[src/rtl/mem_bus_arbiter_if.sv]
// Native valid/ready memory bus: one requester-to-responder link.
// The master modport is the side that issues requests, the slave modport answers them.
interface mem_bus_arbiter_if;
   logic        valid;
   logic        instr;
   logic [31:0] addr;
   logic [31:0] wdata;
   logic [3:0]  wstrb;
   logic        ready;
   logic [31:0] rdata;

   modport master (
      output valid, instr, addr, wdata, wstrb,
      input  ready, rdata
   );

   modport slave (
      input  valid, instr, addr, wdata, wstrb,
      output ready, rdata
   );
endinterface

[src/rtl/mem_bus_arbiter.sv]
// Two-master, one-slave round-robin arbiter for the native memory bus.
// One transaction in flight; the grant is held until the slave completes,
// the granted master withdraws its request, or (optionally) a timeout expires.
// Optional feature: define MEM_BUS_ARB_TIMEOUT_EN to add the busy-cycle
// timeout that force-completes a stuck transfer with ERR_RDATA.
module mem_bus_arbiter #(
   parameter int unsigned TIMEOUT_CYCLES = 255,
   parameter int unsigned CNT_W          = 8,
   parameter logic [31:0] ERR_RDATA      = 32'hDEAD_BEEF
) (
   input  logic                clk,
   input  logic                reset,
   mem_bus_arbiter_if.slave    m0,
   mem_bus_arbiter_if.slave    m1,
   mem_bus_arbiter_if.master   s,
   output logic [1:0]          grant,
   output logic                timeout_err
);

   localparam logic [0:0] IDLE = 1'b0;
   localparam logic [0:0] BUSY = 1'b1;

   logic [0:0] state_reg, state_next;
   logic [1:0] grant_reg, grant_next;
   logic       last_reg, last_next;

   logic        busy;
   logic        sel;
   logic        req_valid;
   logic        req_instr;
   logic [31:0] req_addr;
   logic [31:0] req_wdata;
   logic [3:0]  req_wstrb;
   logic        complete;
   logic        expire;
   logic        finish;
   logic        abort;
   logic [31:0] resp_rdata;

   // Owner is decoded from the registered grant; request fields are a live mux.
   assign busy      = (state_reg == BUSY);
   assign sel       = grant_reg[1];
   assign req_valid = sel ? m1.valid : m0.valid;
   assign req_instr = sel ? m1.instr : m0.instr;
   assign req_addr  = sel ? m1.addr  : m0.addr;
   assign req_wdata = sel ? m1.wdata : m0.wdata;
   assign req_wstrb = sel ? m1.wstrb : m0.wstrb;

   assign complete  = busy & s.ready;

`ifdef MEM_BUS_ARB_TIMEOUT_EN
   logic [CNT_W-1:0] cnt_reg;
   logic             timeout_err_reg;

   // Expiry loses to a slave completion arriving on the same cycle.
   assign expire = busy & ~s.ready & (cnt_reg == CNT_W'(TIMEOUT_CYCLES));

   // Busy-cycle counter: held at zero while idle, counts stalled busy cycles.
   always_ff @(posedge clk or posedge reset) begin
      if (reset)
         cnt_reg <= '0;
      else if (!busy)
         cnt_reg <= '0;
      else if (!s.ready)
         cnt_reg <= cnt_reg + 1'b1;
   end

   // Sticky timeout flag, cleared only by reset.
   always_ff @(posedge clk or posedge reset) begin
      if (reset)
         timeout_err_reg <= 1'b0;
      else if (expire)
         timeout_err_reg <= 1'b1;
   end

   assign timeout_err = timeout_err_reg;
`else
   assign expire      = 1'b0;
   assign timeout_err = 1'b0;
`endif

   assign finish     = complete | expire;
   // Withdrawn request without completion drops the transfer; last owner kept.
   assign abort      = busy & ~finish & ~req_valid;
   assign resp_rdata = expire ? ERR_RDATA : s.rdata;

   // Slave side: driven only while a transfer is in flight, zero otherwise.
   assign s.valid = busy;
   assign s.instr = busy & req_instr;
   assign s.addr  = busy ? req_addr  : 32'd0;
   assign s.wdata = busy ? req_wdata : 32'd0;
   assign s.wstrb = busy ? req_wstrb : 4'd0;

   // Master side: only the current owner sees ready/rdata, for one cycle.
   assign m0.ready = finish & grant_reg[0];
   assign m1.ready = finish & grant_reg[1];
   assign m0.rdata = (finish & grant_reg[0]) ? resp_rdata : 32'd0;
   assign m1.rdata = (finish & grant_reg[1]) ? resp_rdata : 32'd0;

   assign grant = grant_reg;

   // Arbitration and transfer sequencing.
   always_comb begin
      state_next = state_reg;
      grant_next = grant_reg;
      last_next  = last_reg;
      case (state_reg)
         IDLE: begin
            if (m0.valid && m1.valid) begin
               // Tie goes to whichever master was not served last.
               grant_next = last_reg ? 2'b01 : 2'b10;
               state_next = BUSY;
            end else if (m0.valid) begin
               grant_next = 2'b01;
               state_next = BUSY;
            end else if (m1.valid) begin
               grant_next = 2'b10;
               state_next = BUSY;
            end
         end
         BUSY: begin
            if (finish) begin
               state_next = IDLE;
               grant_next = 2'b00;
               last_next  = sel;
            end else if (abort) begin
               state_next = IDLE;
               grant_next = 2'b00;
            end
         end
         default: begin
            state_next = IDLE;
            grant_next = 2'b00;
         end
      endcase
   end

   // State, owner and round-robin history registers.
   always_ff @(posedge clk or posedge reset) begin
      if (reset) begin
         state_reg <= IDLE;
         grant_reg <= 2'b00;
         last_reg  <= 1'b1;
      end else begin
         state_reg <= state_next;
         grant_reg <= grant_next;
         last_reg  <= last_next;
      end
   end

endmodule

[src/flat_wrapper.sv]
// flat-port wrapper written by rule: the top's interface ports become plain ports
module mem_bus_arbiter_flat 
#(
   parameter int unsigned TIMEOUT_CYCLES = 255,
   parameter int unsigned CNT_W          = 8,
   parameter logic [31:0] ERR_RDATA      = 32'hDEAD_BEEF
)
  (clk, reset, grant, timeout_err, m0_valid, m0_instr, m0_addr, m0_wdata, m0_wstrb, m0_ready, m0_rdata, m1_valid, m1_instr, m1_addr, m1_wdata, m1_wstrb, m1_ready, m1_rdata, s_valid, s_instr, s_addr, s_wdata, s_wstrb, s_ready, s_rdata);
  mem_bus_arbiter_if m0_i ();
  mem_bus_arbiter_if m1_i ();
  mem_bus_arbiter_if s_i ();
  input  logic clk;
  input  logic reset;
  output logic [1:0] grant;
  output logic timeout_err;
  input wire logic [$bits(m0_i.valid)-1:0] m0_valid;
  input wire logic [$bits(m0_i.instr)-1:0] m0_instr;
  input wire logic [$bits(m0_i.addr)-1:0] m0_addr;
  input wire logic [$bits(m0_i.wdata)-1:0] m0_wdata;
  input wire logic [$bits(m0_i.wstrb)-1:0] m0_wstrb;
  output wire logic [$bits(m0_i.ready)-1:0] m0_ready;
  output wire logic [$bits(m0_i.rdata)-1:0] m0_rdata;
  input wire logic [$bits(m1_i.valid)-1:0] m1_valid;
  input wire logic [$bits(m1_i.instr)-1:0] m1_instr;
  input wire logic [$bits(m1_i.addr)-1:0] m1_addr;
  input wire logic [$bits(m1_i.wdata)-1:0] m1_wdata;
  input wire logic [$bits(m1_i.wstrb)-1:0] m1_wstrb;
  output wire logic [$bits(m1_i.ready)-1:0] m1_ready;
  output wire logic [$bits(m1_i.rdata)-1:0] m1_rdata;
  output wire logic [$bits(s_i.valid)-1:0] s_valid;
  output wire logic [$bits(s_i.instr)-1:0] s_instr;
  output wire logic [$bits(s_i.addr)-1:0] s_addr;
  output wire logic [$bits(s_i.wdata)-1:0] s_wdata;
  output wire logic [$bits(s_i.wstrb)-1:0] s_wstrb;
  input wire logic [$bits(s_i.ready)-1:0] s_ready;
  input wire logic [$bits(s_i.rdata)-1:0] s_rdata;
  assign m0_i.valid = m0_valid;
  assign m0_i.instr = m0_instr;
  assign m0_i.addr = m0_addr;
  assign m0_i.wdata = m0_wdata;
  assign m0_i.wstrb = m0_wstrb;
  assign m0_ready = m0_i.ready;
  assign m0_rdata = m0_i.rdata;
  assign m1_i.valid = m1_valid;
  assign m1_i.instr = m1_instr;
  assign m1_i.addr = m1_addr;
  assign m1_i.wdata = m1_wdata;
  assign m1_i.wstrb = m1_wstrb;
  assign m1_ready = m1_i.ready;
  assign m1_rdata = m1_i.rdata;
  assign s_valid = s_i.valid;
  assign s_instr = s_i.instr;
  assign s_addr = s_i.addr;
  assign s_wdata = s_i.wdata;
  assign s_wstrb = s_i.wstrb;
  assign s_i.ready = s_ready;
  assign s_i.rdata = s_rdata;
  mem_bus_arbiter #(.TIMEOUT_CYCLES(TIMEOUT_CYCLES), .CNT_W(CNT_W), .ERR_RDATA(ERR_RDATA)) u_core (.clk(clk), .reset(reset), .m0(m0_i), .m1(m1_i), .s(s_i), .grant(grant), .timeout_err(timeout_err));
endmodule
[config.mk]
export PLATFORM = sky130hd
export DESIGN_NAME = mem_bus_arbiter_flat
export DESIGN_NICKNAME = d
export VERILOG_FILES = /design/src/rtl/mem_bus_arbiter_if.sv /design/src/rtl/mem_bus_arbiter.sv /design/src/flat_wrapper.sv
export SDC_FILE = /design/constraint.sdc
export NUM_CORES = 1
export LEC_CHECK = 0
export ABC_CLOCK_PERIOD_IN_PS = 3900
export CAP_MARGIN = 20
export CORE_AREA = 4 4 118 120
export DETAILED_ROUTE_END_ITERATION = 16
export DIE_AREA = 0 0 122 124
export PLACE_DENSITY_LB_ADDON = 0.3
export SKIP_LAST_GASP = 1
export SLEW_MARGIN = 25
export SYNTH_ARGS = -nofsm -noshare
export SYNTH_HDL_FRONTEND = slang
export SYNTH_SLANG_ARGS = --single-unit
[constraint.sdc]
create_clock -name clk -period 3.9 [get_ports clk]
set_clock_uncertainty 0.15 [all_clocks]
set_input_delay 1.17 -clock clk [delete_from_list [all_inputs] [get_ports clk]]
set_output_delay 1.17 -clock clk [all_outputs]
set_load 0.005 [all_outputs]
# Yosys cells after proc, flatten, opt, wreduce, memory -nomap -nowiden
# Index checks and enable logic that the tools add are counted.
dict set report word_totals {
  ff_bits 4
  in_bits 175
  output_inout_bits 139
  elab_cells 40
}
dict set report op_classes {
  n_eq_ne 2
  muxes 23
  bitwise_logic 9
  reduce_logical 3
}
# cell count
set ops {}
lappend ops {{$mux W32} 6}
lappend ops {{$mux W2} 6}
lappend ops {{$mux W4} 2}
lappend ops {{$mux W1} 7}
lappend ops {{$and A1 B1 Y1} 6}
lappend ops {{$ne A4 B3 Y1 const B} 1}
lappend ops {{$pmux W2 S2} 1}
lappend ops {{$reduce_and A2 Y1} 2}
lappend ops {{$ne A3 B3 Y1 const B} 1}
lappend ops {{$not A1 Y1} 3}
lappend ops {{$pmux W1 S2} 1}
lappend ops {{$logic_and A1 B1 Y1} 1}

# Longest topological paths before layout
# Gate-level depths: netlist (run 1).
dict set report depth {
  word_depth 7
  depth_mapped 5
  mapped_depth_nobuf 3
}

# Least setup slack after synthesis (run 1)
# Ideal clock, no wire load.
dict set report synth_path {
  kind {input-to-output}
  from {input s_ready}
  to {output m1_rdata[23]}
  t_arrival_ns 1.735
  slack_ns 0.845
  path_stages 4
  n_path_buf 2
  cell_sequence {and3_1 > buf_2 > buf_6 > and2_1}
}
dict set report synth_between {
  elab_chain_len 3
}
# element line
set synth_lines {}
lappend synth_lines {{start: declaration} flat_wrapper.sv:35} ;# input wire logic [$bits(s_i.ready)-1:0] s_ready;
lappend synth_lines {{$and A1 B1 Y1} mem_bus_arbiter.sv:49} ;# assign complete = busy & s.ready;
lappend synth_lines {{$and A1 B1 Y1} --}
lappend synth_lines {{net m1_ready} flat_wrapper.sv:28} ;# output wire logic [$bits(m1_i.ready)-1:0] m1_ready;
lappend synth_lines {{$mux W32} mem_bus_arbiter.sv:98} ;# assign m1.rdata = (finish & grant_reg[1]) ? resp_rdata : 32'd0;
lappend synth_lines {{end: declaration} flat_wrapper.sv:29} ;# output wire logic [$bits(m1_i.rdata)-1:0] m1_rdata;
# The timed path passes the listed nets, and every way through them passes these cells.

# Worst setup path in the final report (run 1)
dict set report layout_path {
  from {input s_ready}
  to {output m1_rdata[21]}
}
dict set report layout_between {
  elab_chain_len 3
}
# element line
set layout_lines {}
lappend layout_lines {{$and A1 B1 Y1} mem_bus_arbiter.sv:49}
lappend layout_lines {{$and A1 B1 Y1} mem_bus_arbiter.sv:98}
lappend layout_lines {{$mux W32} mem_bus_arbiter.sv:98}
# No other way between the ends.

==> results of run 1 <==
## cells in the final DEF, fill, tap and decap left out
master	n
a21o_1	1
a32o_1	1
and2_1	64
and3_1	1
and3_4	1
buf_12	4
buf_16	2
buf_4	5
buf_6	1
clkbuf_1	1
clkbuf_16	3
clkdlybuf4s50_1	309
conb_1	1
dfrtp_1	2
dfrtp_4	1
dfstp_2	1
dlygate4sd2_1	1
dlymetal6s2s_1	2
inv_1	1
inv_2	1
mux2i_1	70
nand2_1	2
nand3b_1	2
nor2_1	71
o21ai_0	2
o22ai_1	1
o2bb2ai_1	1
## cells by family (layout without fill, tap and decap cells)
family                 Yosys count  after routing  share of synthesized area
AO/OA/AOI/OAI                    6              6                    0.02477
buffers and inverters           26            330                    0.09758
flip-flops                       4              4                    0.05900
multiplexers                    70             70                     0.4079
other                            1              1                   0.002183
AND/OR/NAND/NOR                141            141                     0.4086
## metrics by stage
stage	area [um2]	utilization	hold WS, ps	total power [mW]
global route	5176	0.3988	367.7	1.311
global placement	5002	0.3854	353.8	1.045
detailed placement	5002	0.3854	356.3	1.052
finish	5176	0.3988	359.0	1.226
floorplan	1718	-	343.6	0.4658
CTS	5176	0.3988	361.3	1.250
## worst max path at each step
stage                     startpoint            to  slack (ps)  cells past startpoint
final                        s_ready  m1_rdata[21]          40                      6
after global routing         s_ready   m1_rdata[3]         -30                      6
after CTS                    s_ready  m1_rdata[27]          30                      5
after detailed placement     s_ready  m1_rdata[21]        -160                      5
after global placement       s_ready  m1_rdata[21]        -140                      5
after floorplan              s_ready  m1_rdata[23]         850                      4
## power breakdown
group	switching [mW]	internal [mW]	total, mW
Clock	0.0325	0.135	0.168
Sequential	0.0231	0.0559	0.0790
Combinational	0.350	0.629	0.979
## routing by layer
| layer | part of all wire | global-route usage |
|---|---|---|
| met1 | 0.32 | 0.1219 |
| met2 | 0.53 | 0.2445 |
| met3 | 0.14 | 0.05404 |
| met4 | 0.0059 | 0.01891 |
| met5 | 0 | 0 |
## worst max-delay path, delay by kind of cell
family	cells	cell delay, ps
buffers and inverters	4	980
and+or+nand+nor	2	380
## cell type report
type,instances,area [um2]
multi-input cells,218,1454
well taps,176,220.2
clock buffers,4,78.83
fillers,1340,7804
repair buffers,324,3311
inverters,2,7.507
flip-flops and latches,4,105.1
## timing repair
item                                    4_1_cts  5_1_grt
gates cloned                                  2        0
buffers inserted                              2        0
resized for setup                             4        3
endpoints found under the setup margin       66       15
==> impl_results.md, run 1 <==
* Max Cap Viol at 0
* Syn nets at roughly 420
* Global-route wire length before repair at 15040 um
* Hold EP: u_core.last_reg
* Synth unique cells at 21
* Top FF cell, synth: dfrtp_1
* Crit start category: input port
* Pins Over Slew Limit at 0
* Post-synthesis sequential area ratio at 0.05899
* Most frequent cells after synthesis: 71 x nor2_1, 70 x mux2i_1, 64 x and2_1
* CTS tree: done
* Full die area at 0.01513 mm2
* PwrDens at approximately 240 mW/mm2
* Top post-synthesis cells by area: mux2i_1 41%, and2_1 23%, nor2_1 16%
* DP Worst Slack at -160.7 ps
* Ant diodes at 0
* RSZ-0062 raised after global routing: true
* Drt drc at 0
* DR WL/cell at approximately 15 um
* Syn-to-layout area delta at 201.3%
* Required @ worst endpoint at ~2600 ps
* Placed cells at roughly 700
* IO Pins at between 300 and 400
* DRT iter0 DRCs at 94
* Final Hold Fails at 0
* Vert. Die Dim at 124 um
* Setup slack after layout at 44.21 ps
* #FFs+latches synth at 4
* Post-route insts no fill at 728
* DRT antenna net count at 0
* Largest net degree at the start of global routing at between 40 and 50
* IO Port Bufs at between 300 and 400
* Share of layout cells above drive strength 1 at 0.03442
* Crit path DAT at around 2500 ps
* Via count at around 2900
* Nets@finish at 728
* Initial Utilization at 0.1324
* Tcrit/Tclk final at 0.9887
* Count leader, synth: nor2_1
* Antenna violations before repair at 0
* Vias in the first global route at between 2000 and 3000
* Worst Hold Depth at 1
* Post-synth EDFFs at 0
* Max FFs per register at 2
* Die Width at 122 um
* Status: complete, no violations
* Slowest cell on crit path: clkdlybuf4s50_1
* Cell leakage power at 2.043 nW
* Clock buffer depth at 2
* Hold-fix buffers, CTS at 0
* Setup TNS at 0 ps
* Mapped Area at about 0.0017 mm2
* Crit. End Element: output pin
* CTS sink cnt at 4
* WL final at about 11000 um
* Syn_area_per_cell at between 6 and 7 um2
* WS Path Type: input port to output pin
* Synth Instances at between 200 and 250
* Vias per std cell at 3.927
* GRT Total Usage at 0.1241
* Setup violators final at 0
* Fmax at 0.2594 GHz
* Post-DP HPWL at 9006 um
* Hold wc startpoint: u_core.last_reg
* Worst min-delay path class: flop to flop
* Num CTS Buffers at 3
* Latest clock arrival within the worst-skew pair at roughly 230 ps
* Clock Tree Root: clkbuf_16
* Critical Path Most Common Cell: buf_12
* FF-to-FF path depth at 4
* Worst-path clk slew at 30 ps
* TritonRoute pass-1 iters at 4
* Row cnt at 42
* Area share of the leading cell type in the synthesized netlist at 0.4079
* Core Box Area at 0.01298 mm2
* Max stage delay on crit path at roughly 520 ps
* Routability cong. at around 0.73
* Ys async rst share at 1.000
* Yosys warning total at 0
* Crit Path Max Fanout at 9
* Grt ovf at 0
* Post-synth top area cell: mux2i_1
* Crit path time final at between 3000 and 4000 ps
* Worst VDD drop at between 100 and 150 uV
* R2r startpoint: u_core.grant[1]
* Critical-path cell list: dlygate4sd2_1 > and3_4 > buf_12 > buf_12 > and2_1 > clkdlybuf4s50_1
* Reg-to-reg slack, setup at 2500 ps
* R2r endpoint: u_core.last_reg
* H-Tree Level Count at 1
(Power assumes the default switching activity.)
==> run 2, diff against run 1 <==
Settings changed: CORE_AREA 4 4 118 120 to 2 2 123 125, DIE_AREA 0 0 122 124 to 0 0 125 127.
==> run 2 against run 1 <==
Register-to-register slack barely moved. Final cell count increased by 0.55%. Maximum frequency grew 3.0%. Critical path type unchanged. Routed wire length down 12%. Sequential power up 19%. Critical endpoint is now m0_rdata[5].
==> impl_results.md, run 2 (synthesis results as in run 1) <==
* Status: complete, no violations (unchanged)
* Via count at 2819 (was 2859)
* Tot Pwr at 1.207 mW (was 1.226 mW)
* Post-DP HPWL at 8104 um (was 9006 um)
* Max Cap Viol at 0 (unchanged)
* Vias per std cell at 3.851 (was 3.927)
* PwrDens at 235.5 mW/mm2 (was 236.8 mW/mm2)
* Crit Path Max Fanout at 25 (was 9)
* H-Tree Level Count at 1 (unchanged)
* CTS tree: done (unchanged)
* WHS at 355.9 ps (was 359.0 ps)
* Post-CTS Setup Repair Bufs at 0 (was 2)
* Crit. End Element: output pin (unchanged)
* CTS sink cnt at 4 (unchanged)
* IO Pins at 314 (unchanged)
* Num CTS Buffers at 3 (unchanged)
* Required @ worst endpoint at 2580 ps (about the same)
* Core Box Area at 0.01442 mm2 (was 0.01298 mm2)
* Initial Utilization at 0.1191 (was 0.1324)
* TritonRoute pass-1 iters at 3 (was 4)
* Worst min-delay path class: flop to flop (unchanged)
* DR WL/cell at 12.75 um (was 14.57 um)
* Nets@finish at 724 (was 728)
* Pins Over Slew Limit at 0 (unchanged)
* Final Hold Fails at 0 (unchanged)
* Global-route wire length before repair at 13950 um (was 15040 um)
* Critical path buffer and inverter count at 3 (was 4)
* Clock Tree Root: clkbuf_16 (unchanged)
* Crit path time final at 3743 ps (was 3856 ps)
* Ant diodes at 0 (unchanged)
* Commonest non-fill, non-tap cell in the layout: clkdlybuf4s50_1 (unchanged)
* Setup slack after layout at 156.6 ps (was 44.21 ps)
* Fmax at 0.2671 GHz (was 0.2594 GHz)
* Setup violators final at 0 (unchanged)
* WL final at 9330 um (was 10610 um)
* Drt drc at 0 (unchanged)
* Commonest non-fill, non-tap cells in the layout: 311 x clkdlybuf4s50_1, 71 x nor2_1, 70 x mux2i_1 (was 309 x clkdlybuf4s50_1, 71 x nor2_1, 70 x mux2i_1)
* Routability cong. at 0.8102 (was 0.7294)
* IO Port Bufs at 312 (unchanged)
* Worst-path clk slew at 30 ps (about the same)
* Row cnt at 44 (was 42)
* Vert. Die Dim at 127 um (was 124 um)
* Antenna violations before repair at 0 (unchanged)
* Syn-to-layout area delta at 198.3% (was 201.3%)
* Latest clock arrival within the worst-skew pair at 230 ps (about the same)
* Clock buffer depth at 2 (unchanged)
* DRT iter0 DRCs at 30 (was 94)
* Grt ovf at 0 (unchanged)
* DP Worst Slack at -159.8 ps (was -160.7 ps)
* Slowest cell on crit path: clkdlybuf4s50_1 (unchanged)
* Die Width at 125 um (was 122 um)
* Max FFs per register at 2 (unchanged)
* Delay-heaviest family, CP: buffers and inverters (unchanged)
* GRT Total Usage at 0.1059 (was 0.1241)
* DRT antenna net count at 0 (unchanged)
* Largest net degree at the start of global routing at 72 (was 41)
* Critical-path cell list: dlygate4sd2_1 > and3_4 > buf_12 > and2_1 > clkdlybuf4s50_1 (was dlygate4sd2_1 > and3_4 > buf_12 > buf_12 > and2_1 > clkdlybuf4s50_1)
* Hold-fix buffers, CTS at 0 (unchanged)
* Fillers at 1471 (was 1340)
* Post-route insts no fill at 732 (was 728)
* Cell leakage power at 1.977 nW (was 2.043 nW)
* Share of layout cells above drive strength 1 at 0.02920 (was 0.03442)
* Tcrit/Tclk final at 0.9598 (was 0.9887)
* Placed cells at 728 (was 720)
* Crit start category: input port (unchanged)
* RSZ-0062 raised after global routing: false (was true)
* Full die area at 0.01588 mm2 (was 0.01513 mm2)
* Worst VDD drop at 98.22 uV (was 135.7 uV)
* WS Path Type: input port to output pin (unchanged)
* Max stage delay on crit path at 500 ps (was 520 ps)
* Crit path DAT at 2420 ps (was 2540 ps)
* Vias in the first global route at 2822 (was 2930)
## run 2: per-layer routing
metal | global-route usage | up-vias | share of wire
li1 | - | 1411 | -
met1 | 0.1056 | 1203 | 0.35
met2 | 0.2097 | 189 | 0.53
met3 | 0.03308 | 16 | 0.10
met4 | 0.03007 | 0 | 0.023
met5 | 0 | - | 0
## run 2: worst register-to-register path: cells and delay by family (launching register included)
kind            cells  cell delay (ps)
buf+inv             1              140
flops               1              680
compound gates      1               90
simple gates        1              300
## run 2: through the flow
stage / utilization / instance area [um2] / TNS (ps)
after floorplan: - / 1718 / 0
after global placement: 0.3492 / 5037 / -6216
after detailed placement: 0.3492 / 5037 / -7923
after CTS: 0.3553 / 5125 / 0
after global routing: 0.3553 / 5125 / 0
final: 0.3553 / 5125 / 0
## run 2: path summary, 6_finish.rpt
| kind | from | endpoint | slack (ps) | cells after the start |
|---|---|---|---|---|
| worst max-delay path | s_ready | m0_rdata[5] | 160 | 5 |
| worst min-delay path | u_core.last_reg | u_core.last_reg | 360 | 1 |
| worst max register to register | u_core.grant[1] | u_core.last_reg | 2490 | 3 |
| worst min register to register | u_core.last_reg | u_core.last_reg | 360 | 1 |
| max in group asynchronous | reset | u_core.last_reg | 2350 | 2 |
| min in group asynchronous | reset | u_core.s.valid | 1020 | 2 |
## run 2: area by class of cell
class | count | area (um2) | share of cell area
clock buffers | 4 | 78.83 | 0.01538
inverters | 2 | 7.507 | 0.001465
multi-input cells | 218 | 1459 | 0.2847
flip-flops and latches | 4 | 105.1 | 0.02051
well taps | 184 | 230.2 | 0.04492
repair buffers | 320 | 3244 | 0.6331
## run 2: timing repair
item / in CTS / in global routing
endpoints found under the setup margin: 66 / 0
gates resized for setup: 3 / 0
hold endpoints to repair: 0 / 0
## run 2: power by group
group	switching (mW)	total [mW]	leakage (nW)	internal (mW)
combinational	0.323	0.947	1.89	0.624
clock	0.0307	0.166	0.0382	0.135
sequential	0.0382	0.0939	0.0464	0.0556
